[src/rtl/word_serializer_if.sv]
// Handshake and serial-output bundle for word_serializer.
// The slave modport is the serializer; the master modport is the producer or observer.
interface word_serializer_if #(
  parameter int unsigned WIDTH = 8
);
  logic [WIDTH-1:0] data_in;
  logic             load_valid;
  logic             load_ready;
  logic             w;
  logic             w_valid;
  logic             last_bit;
  logic             busy;

  modport slave (
    input  data_in, load_valid,
    output load_ready, w, w_valid, last_bit, busy
  );

  modport master (
    output data_in, load_valid,
    input  load_ready, w, w_valid, last_bit, busy
  );
endinterface

[src/rtl/word_serializer.sv]
// Parallel-to-serial front end: accepts WIDTH-bit words on valid/ready and shifts
// them out one bit per Clock on w, with an optional idle gap after each word.
module word_serializer #(
  parameter int unsigned WIDTH      = 8,
  parameter bit          MSB_FIRST  = 1'b1,
  parameter int unsigned GAP_CYCLES = 0,
  parameter logic        IDLE_BIT   = 1'b0
) (
  input  logic               Clock,
  input  logic               Resetn,
  word_serializer_if.slave   bus
);

  localparam int unsigned    CW       = $clog2(WIDTH);
  localparam logic [CW-1:0]  LAST_CNT = CW'(WIDTH - 1);
  localparam logic [CW-1:0]  PENULT   = CW'(WIDTH - 2);
  localparam logic [3:0]     GAP_LAST = (GAP_CYCLES == 0) ? 4'd0 : 4'(GAP_CYCLES - 1);
  localparam bit             CHAIN    = (GAP_CYCLES == 0);

  typedef enum logic [1:0] {
    IDLE,
    SHIFT,
    GAP
  } state_t;

  state_t           r_state;
  logic [WIDTH-1:0] r_shift;
  logic [CW-1:0]    r_bit_cnt;
  logic [3:0]       r_gap_cnt;
  logic             r_w;
  logic             r_w_valid;
  logic             r_last_bit;
  logic             r_busy;

  logic             w_last_cycle;
  logic             w_load_ready;
  logic             w_accept;
  logic             w_first_bit;
  logic             w_next_bit;
  logic [WIDTH-1:0] w_load_rest;
  logic [WIDTH-1:0] w_shift_rest;

  assign w_last_cycle = (r_state == SHIFT) && (r_bit_cnt == LAST_CNT);
  assign w_load_ready = Resetn && ((r_state == IDLE) || (w_last_cycle && CHAIN));
  assign w_accept     = bus.load_valid && w_load_ready;

  // r_shift holds the bits still to be sent after the one currently on w.
  always_comb begin
    w_first_bit  = 1'b0;
    w_next_bit   = 1'b0;
    w_load_rest  = '0;
    w_shift_rest = '0;
    if (MSB_FIRST) begin
      w_first_bit  = bus.data_in[WIDTH-1];
      w_load_rest  = bus.data_in << 1;
      w_next_bit   = r_shift[WIDTH-1];
      w_shift_rest = r_shift << 1;
    end else begin
      w_first_bit  = bus.data_in[0];
      w_load_rest  = bus.data_in >> 1;
      w_next_bit   = r_shift[0];
      w_shift_rest = r_shift >> 1;
    end
  end

  always_ff @(posedge Clock or negedge Resetn) begin
    if (!Resetn) begin
      r_state    <= IDLE;
      r_shift    <= '0;
      r_bit_cnt  <= '0;
      r_gap_cnt  <= '0;
      r_w        <= IDLE_BIT;
      r_w_valid  <= 1'b0;
      r_last_bit <= 1'b0;
      r_busy     <= 1'b0;
    end else if (w_accept) begin
      // Acceptance is only possible in IDLE or on a chained last bit, so it
      // takes priority over the per-state transitions below.
      r_state    <= SHIFT;
      r_shift    <= w_load_rest;
      r_bit_cnt  <= '0;
      r_w        <= w_first_bit;
      r_w_valid  <= 1'b1;
      r_last_bit <= 1'b0;
      r_busy     <= 1'b1;
    end else begin
      case (r_state)
        IDLE: begin
          r_w       <= IDLE_BIT;
          r_w_valid <= 1'b0;
          r_busy    <= 1'b0;
        end
        SHIFT: begin
          if (w_last_cycle) begin
            r_bit_cnt  <= '0;
            r_w        <= IDLE_BIT;
            r_w_valid  <= 1'b0;
            r_last_bit <= 1'b0;
            if (!CHAIN) begin
              r_state   <= GAP;
              r_gap_cnt <= '0;
              r_busy    <= 1'b1;
            end else begin
              r_state <= IDLE;
              r_busy  <= 1'b0;
            end
          end else begin
            r_w        <= w_next_bit;
            r_shift    <= w_shift_rest;
            r_bit_cnt  <= r_bit_cnt + 1'b1;
            r_last_bit <= (r_bit_cnt == PENULT);
          end
        end
        GAP: begin
          if (r_gap_cnt == GAP_LAST) begin
            r_state   <= IDLE;
            r_gap_cnt <= '0;
            r_busy    <= 1'b0;
          end else begin
            r_gap_cnt <= r_gap_cnt + 1'b1;
          end
        end
        default: begin
          r_state   <= IDLE;
          r_w       <= IDLE_BIT;
          r_w_valid <= 1'b0;
          r_busy    <= 1'b0;
        end
      endcase
    end
  end

  assign bus.load_ready = w_load_ready;
  assign bus.w          = r_w;
  assign bus.w_valid    = r_w_valid;
  assign bus.last_bit   = r_last_bit;
  assign bus.busy       = r_busy;

endmodule

[src/flat_wrapper.sv]
// flat-port wrapper written by rule: the top's interface ports become plain ports
module word_serializer_flat 
#(
  parameter int unsigned WIDTH      = 8,
  parameter bit          MSB_FIRST  = 1'b1,
  parameter int unsigned GAP_CYCLES = 0,
  parameter logic        IDLE_BIT   = 1'b0
)
  (Clock, Resetn, bus_data_in, bus_load_valid, bus_load_ready, bus_w, bus_w_valid, bus_last_bit, bus_busy);
  word_serializer_if #(.WIDTH(WIDTH)) bus_i ();
  input  logic Clock;
  input  logic Resetn;
  input wire logic [$bits(bus_i.data_in)-1:0] bus_data_in;
  input wire logic [$bits(bus_i.load_valid)-1:0] bus_load_valid;
  output wire logic [$bits(bus_i.load_ready)-1:0] bus_load_ready;
  output wire logic [$bits(bus_i.w)-1:0] bus_w;
  output wire logic [$bits(bus_i.w_valid)-1:0] bus_w_valid;
  output wire logic [$bits(bus_i.last_bit)-1:0] bus_last_bit;
  output wire logic [$bits(bus_i.busy)-1:0] bus_busy;
  assign bus_i.data_in = bus_data_in;
  assign bus_i.load_valid = bus_load_valid;
  assign bus_load_ready = bus_i.load_ready;
  assign bus_w = bus_i.w;
  assign bus_w_valid = bus_i.w_valid;
  assign bus_last_bit = bus_i.last_bit;
  assign bus_busy = bus_i.busy;
  word_serializer #(.WIDTH(WIDTH), .MSB_FIRST(MSB_FIRST), .GAP_CYCLES(GAP_CYCLES), .IDLE_BIT(IDLE_BIT)) u_core (.Clock(Clock), .Resetn(Resetn), .bus(bus_i));
endmodule
[config.mk]
export PLATFORM = sky130hd
export DESIGN_NAME = word_serializer_flat
export DESIGN_NICKNAME = d
export VERILOG_FILES = /design/src/rtl/word_serializer_if.sv /design/src/rtl/word_serializer.sv /design/src/flat_wrapper.sv
export SDC_FILE = /design/constraint.sdc
export NUM_CORES = 1
export LEC_CHECK = 0
export CAP_MARGIN = 0
export CORE_MARGIN = 2
export CORE_UTILIZATION = 29
export DETAILED_ROUTE_END_ITERATION = 6
export GPL_TIMING_DRIVEN = 0
export HOLD_SLACK_MARGIN = 0.15
export PLACE_DENSITY = 0.63
export SLEW_MARGIN = 15
export SYNTH_ARGS = -nofsm -noshare
export SYNTH_HDL_FRONTEND = slang
export SYNTH_SLANG_ARGS = --single-unit
[constraint.sdc]
create_clock -name Clock -period 1.6 [get_ports Clock]
set_input_delay 0.24 -clock Clock [delete_from_list [all_inputs] [get_ports Clock]]
set_output_delay 0.24 -clock Clock [all_outputs]
set_load 0.005 [all_outputs]
Word level (Yosys, flattened, before mapping) --
Index checks and enable logic that the tools add are counted.
Operators by class: $add $sub $neg 2, eq/ne operators 9, muxes and demuxes 23, bitwise logic cells 1, reductions and logical operators 12
Operators by type and width (count):
- $mux W8 | 3
- $mux W1 | 9
- $mux W3 | 3
- $reduce_and A2 Y1 | 4
- $eq A3 B3 Y1 const B | 2
- $mux W2 | 3
- $ne A3 B1 Y1 const B | 2
- $pmux W1 S2 | 3
- $pmux W2 S3 | 1
- $add A4 B1 Y4 const B | 1
- $logic_not A4 Y1 | 1
- $mux W4 | 1
- $ne A2 B1 Y1 const B | 2
- $add A3 B1 Y3 const B | 1
- $logic_and A1 B1 Y1 | 3
- $reduce_and A3 Y1 | 1
- $eq A2 B1 Y1 const B | 1
- $eq A2 B2 Y1 const B | 1
- $logic_not A2 Y1 | 1
- $ne A2 B2 Y1 const B | 1
- $reduce_bool A2 Y1 | 1
- $logic_or A1 B1 Y1 | 1
- $not A1 Y1 | 1
Word-level totals: bits in registers 21, bits of input ports 11, logic and storage cells 55

Logic depth before layout (Yosys ltp) --
word-level depth 7, mapped depth 6, depth with buffers taken out 5

Least setup slack after synthesis --
No wires, ideal clock.
path type reg-to-reg, start point reg u_core.r_bit_cnt[0], end point reg u_core.r_shift[7], arrival time 1482 ps, data required time 1474 ps, path slack -8 ps, cell stages (with the launch flop) 7, clock period less this slack 1608 ps, cell sequence dfrtp_1 -> ha_1 -> ha_1 -> nand2b_4 -> and2_4 -> buf_6 -> a221o_1
On the way: longest elaborated chain between the ends 7
Ends and longest elaborated chain:
- start, declared | line word_serializer.sv:28 | logic [CW-1:0] r_bit_cnt;
- start signal, assigned | line word_serializer.sv:110 | r_bit_cnt <= r_bit_cnt + 1'b1;
- $eq A3 B3 Y1 (*) | line word_serializer.sv:43 | assign w_last_cycle = (r_state == SHIFT) && (r_bit_cnt == LAST_CNT);
- $logic_and A1 B1 Y1 (*) | line word_serializer.sv:43
- $logic_or A1 B1 Y1 | line word_serializer.sv:44 | assign w_load_ready = Resetn && ((r_state == IDLE) || (w_last_cycle && CHAIN));
- $logic_and A1 B1 Y1 | line word_serializer.sv:44
- $logic_and A1 B1 Y1 | line word_serializer.sv:45 | assign w_accept = bus.load_valid && w_load_ready;
- $ne A2 B2 Y1 (no source line) or $reduce_bool A2 Y1 (tied branches)
- $reduce_and A2 Y1 (no source line)
- end signal, assigned | line word_serializer.sv:80 | r_shift <= w_load_rest;
- end signal, assigned | line word_serializer.sv:109 | r_shift <= w_shift_rest;
- end, declared | line word_serializer.sv:27 | logic [WIDTH-1:0] r_shift;
Every way passes the cells marked *; elsewhere a longest branch is shown, timed or not. A chain may end at the register's enable or synchronous reset.

Worst setup path after layout --
start point reg u_core.r_bit_cnt[1], end point out bus_load_ready
On the way: longest elaborated chain between the ends 4
Ends and longest elaborated chain:
- $eq A3 B3 Y1 | line word_serializer.sv:43
- $logic_and A1 B1 Y1 | line word_serializer.sv:43
- $logic_or A1 B1 Y1 | line word_serializer.sv:44
- $logic_and A1 B1 Y1 | line word_serializer.sv:44
- end, declared | line flat_wrapper.sv:15 | output wire logic [$bits(bus_i.load_ready)-1:0] bus_load_ready;
Every way passes these cells.

==> results.toml <==
[clock_network]
clk_pin_slew_ns = 0.08
htree_levels = 1
cts_sinks = 14
cts_tree = "yes"
clockBufferDepth = 2
cts_made_buffers = 3
insertion_delay_ns = 0.28
clock-root-buffer = "clkbuf_4"

[yosys]
yosys-top-cells-area = "dfrtp_1, a221o_1, and2_1"
yosysSeqAreaShare_pct = 54.79
yosys.cell_types.count = 19
synth.net_count = 68
syn_inst = 54
syn_area_per_cell_um2 = 11.84
ys.warnings.count = 0
ys_seq_elements = 14
synth_top_area_share_pct = 54.79
synthArstFlopShare_pct = 100.0
synth-main-ff-cell = "dfrtp_1"
syn_area_um2 = 639.4
synth_edf_count = 0
synth.largest_area_cell = "dfrtp_1"

[placed_design]
hpwl_um = 856.8
dpl.cell_count = 96
port_buffers = 15
gp_congestion = 0.6933
dp_slack_ns = -0.5998

[route]
first_iter_violations = 11
wl_mm = 1.288
first_pass_iters = 4
routed_via_density = 4.721
wl_per_cell_um = 12.38
drc = 0
drtAntennaViolNets = 0
routed-via-count = 491

[worst_setup_path]
crit_fanout = 3
reg2reg_from = "u_core.r_bit_cnt[1]"
rr_endpoint = "u_core.r_shift[7]"
worst_setup_path_start_kind = "flip-flop"
critPathCaptureType = "output pin"
reg2reg_depth = 6
crit_start = "u_core.r_bit_cnt[1]"
rrSetupSlack_ns = -0.04
cp.arrival_ns = 1.44
cp-endpoint = "bus_load_ready"
critPathRequiredTime_ns = 1.36
critPathKind = "reg -> out"

[finish]
fill_cells = 200
drive_above_1_share_pct = 22.08
seq_area_um2 = 350.3
multiInputGateArea_um2 = 279.0
synthToLayoutAreaGrowth_pct = 42.27
layout_commonest_cell = "dfrtp_1"
num_antenna_cells = 0
finalNetCount = 92
finalNonFillerCells = 104
layout_common_cells = "dfrtp_1, clkdlybuf4s50_1, and2_1"

[power_and_ir_drop]
ir_drop_uv = 980.7
powerDensity_nw_per_um2 = 1557
finalPower_mw = 1.417
leakagePower_nw = 0.4173

[timing]
timing.fmax_ghz = 0.5954
finalCriticalPeriod_ns = 1.680
slew_headroom_pct = 58.40
finalSetupViolCount = 8
setup_slack_ns = -0.07965
worst_pin_slew_ns = 0.6220
hold_viol = 0
report.final.slew_viol_count = 0
rsz0062_at_grt = "yes"
final.setup_skew_ns = 0.001835
fin_crit_sh_pct = 105.0

[die]
die-area_um2 = 2596
dieWidth_um = 50.96
io_pins = 16
die_y_um = 50.96
num_rows = 16
core_area_um2 = 2022
start_util_pct = 31.62

[global_routing]
grt_pass1_vias = 508
antenna_found_initial = 0
grt_use_total_pct = 11.34
grt_pass1_wl_mm = 2.221
overflow = 0
grt_max_degree = 15

[status]
status = "finished with violations"
violations = "negative setup slack"

[flow_run]
max_cap_viol_count = 0

[worst_hold_path]
hp-class = "reg -> reg"
Yosys cell counts, types with 2 or more instances:
master and number:
dfrtp_1 14, and2_1 8, a221o_1 6, o21ai_0 4, ha_1 3, nand2_1 3
a22o_1 2, inv_1 2, nand3_1 2
routing by layer:
metal / routed length (um) / vias to the layer above / share of wire, % / global-route usage (%)
met2: 580 / 15 / 45 / 17.97
met1: 588 / 233 / 46 / 14.15
met3: 109 / 3 / 8.5 / 4.971
met4: 10 / 0 / 0.78 / 2.703
li1: - / 240 / - / -
met5: 0 / - / 0 / 0
flip-flops by register name, indices dropped and copies added (netlist names):
name,count
u_core.bus.last_bit,1
u_core.bus.w_valid,1
u_core.bus.w,1
u_core.r_shift,7
u_core.r_bit_cnt,3
u_core.r_state,1
worst min-delay path by stage:
| stage | to | startpoint | depth (start not counted) | slack, ns |
|---|---|---|---|---|
| after floorplan | u_core.bus.last_bit | Resetn | 0 | -0.06 |
| after global placement | u_core.r_shift[3] | u_core.r_shift[3] | 1 | 0.49 |
| after detailed placement | u_core.r_shift[5] | u_core.r_shift[5] | 1 | 0.49 |
| after CTS | u_core.r_shift[4] | u_core.r_shift[4] | 1 | 0.51 |
| after global routing | u_core.r_shift[6] | u_core.r_shift[6] | 1 | 0.52 |
| final | u_core.r_shift[6] | u_core.r_shift[6] | 1 | 0.51 |
timing repair:
action,4_1_cts,5_1_grt
buffers inserted,4,0
setup endpoints to repair,12,11
hold buffers,1,0
endpoints found under the hold margin,14,0
gates resized for setup,7,5
pin swaps,6,2
cells by family after synthesis:
group | after synthesis | synth area share, %
compound gates | 14 | 17.22
fa+ha+maj | 3 | 5.871
buf+inv | 5 | 4.892
flops | 14 | 54.80
simple gates | 18 | 17.22
area by class of cell:
class,instances,area share (%)
sequential,14,38.51
multi-input combinational,35,30.67
clock buffer,4,3.989
timing repair buffer,20,20.91
tap,27,3.714
inverter,2,0.8253
buffer,2,1.376
power breakdown:
part | leakage (nW) | internal [mW] | total (mW) | switching [mW]
clock network | 0.0210 | 0.139 | 0.257 | 0.118
registers | 0.181 | 0.477 | 0.559 | 0.0817
logic | 0.215 | 0.351 | 0.601 | 0.250
total | 0.417 | 0.967 | 1.42 | 0.450
worst max-delay path, stage by stage, from the launching register on:
cell and delay [ns]:
dfrtp_1 0.41, ha_2 0.19, ha_4 0.16, nand2b_4 0.14, and2_4 0.15, buf_6 0.10
stage by stage:
step	instance area [um^2]	hold slack [ns]	TNS, ns	util [%]
after detailed placement	825.8	0.4920	-6.596	40.84
after global placement	825.8	0.4866	-6.644	40.84
final	909.6	0.5065	-0.2975	44.99
after CTS	897.1	0.5140	-0.4600	44.37
after floorplan	641.9	-0.05559	0	-
after global routing	909.6	0.5247	-0.6390	44.99
Note: power is estimated with default switching activity, not from simulation.
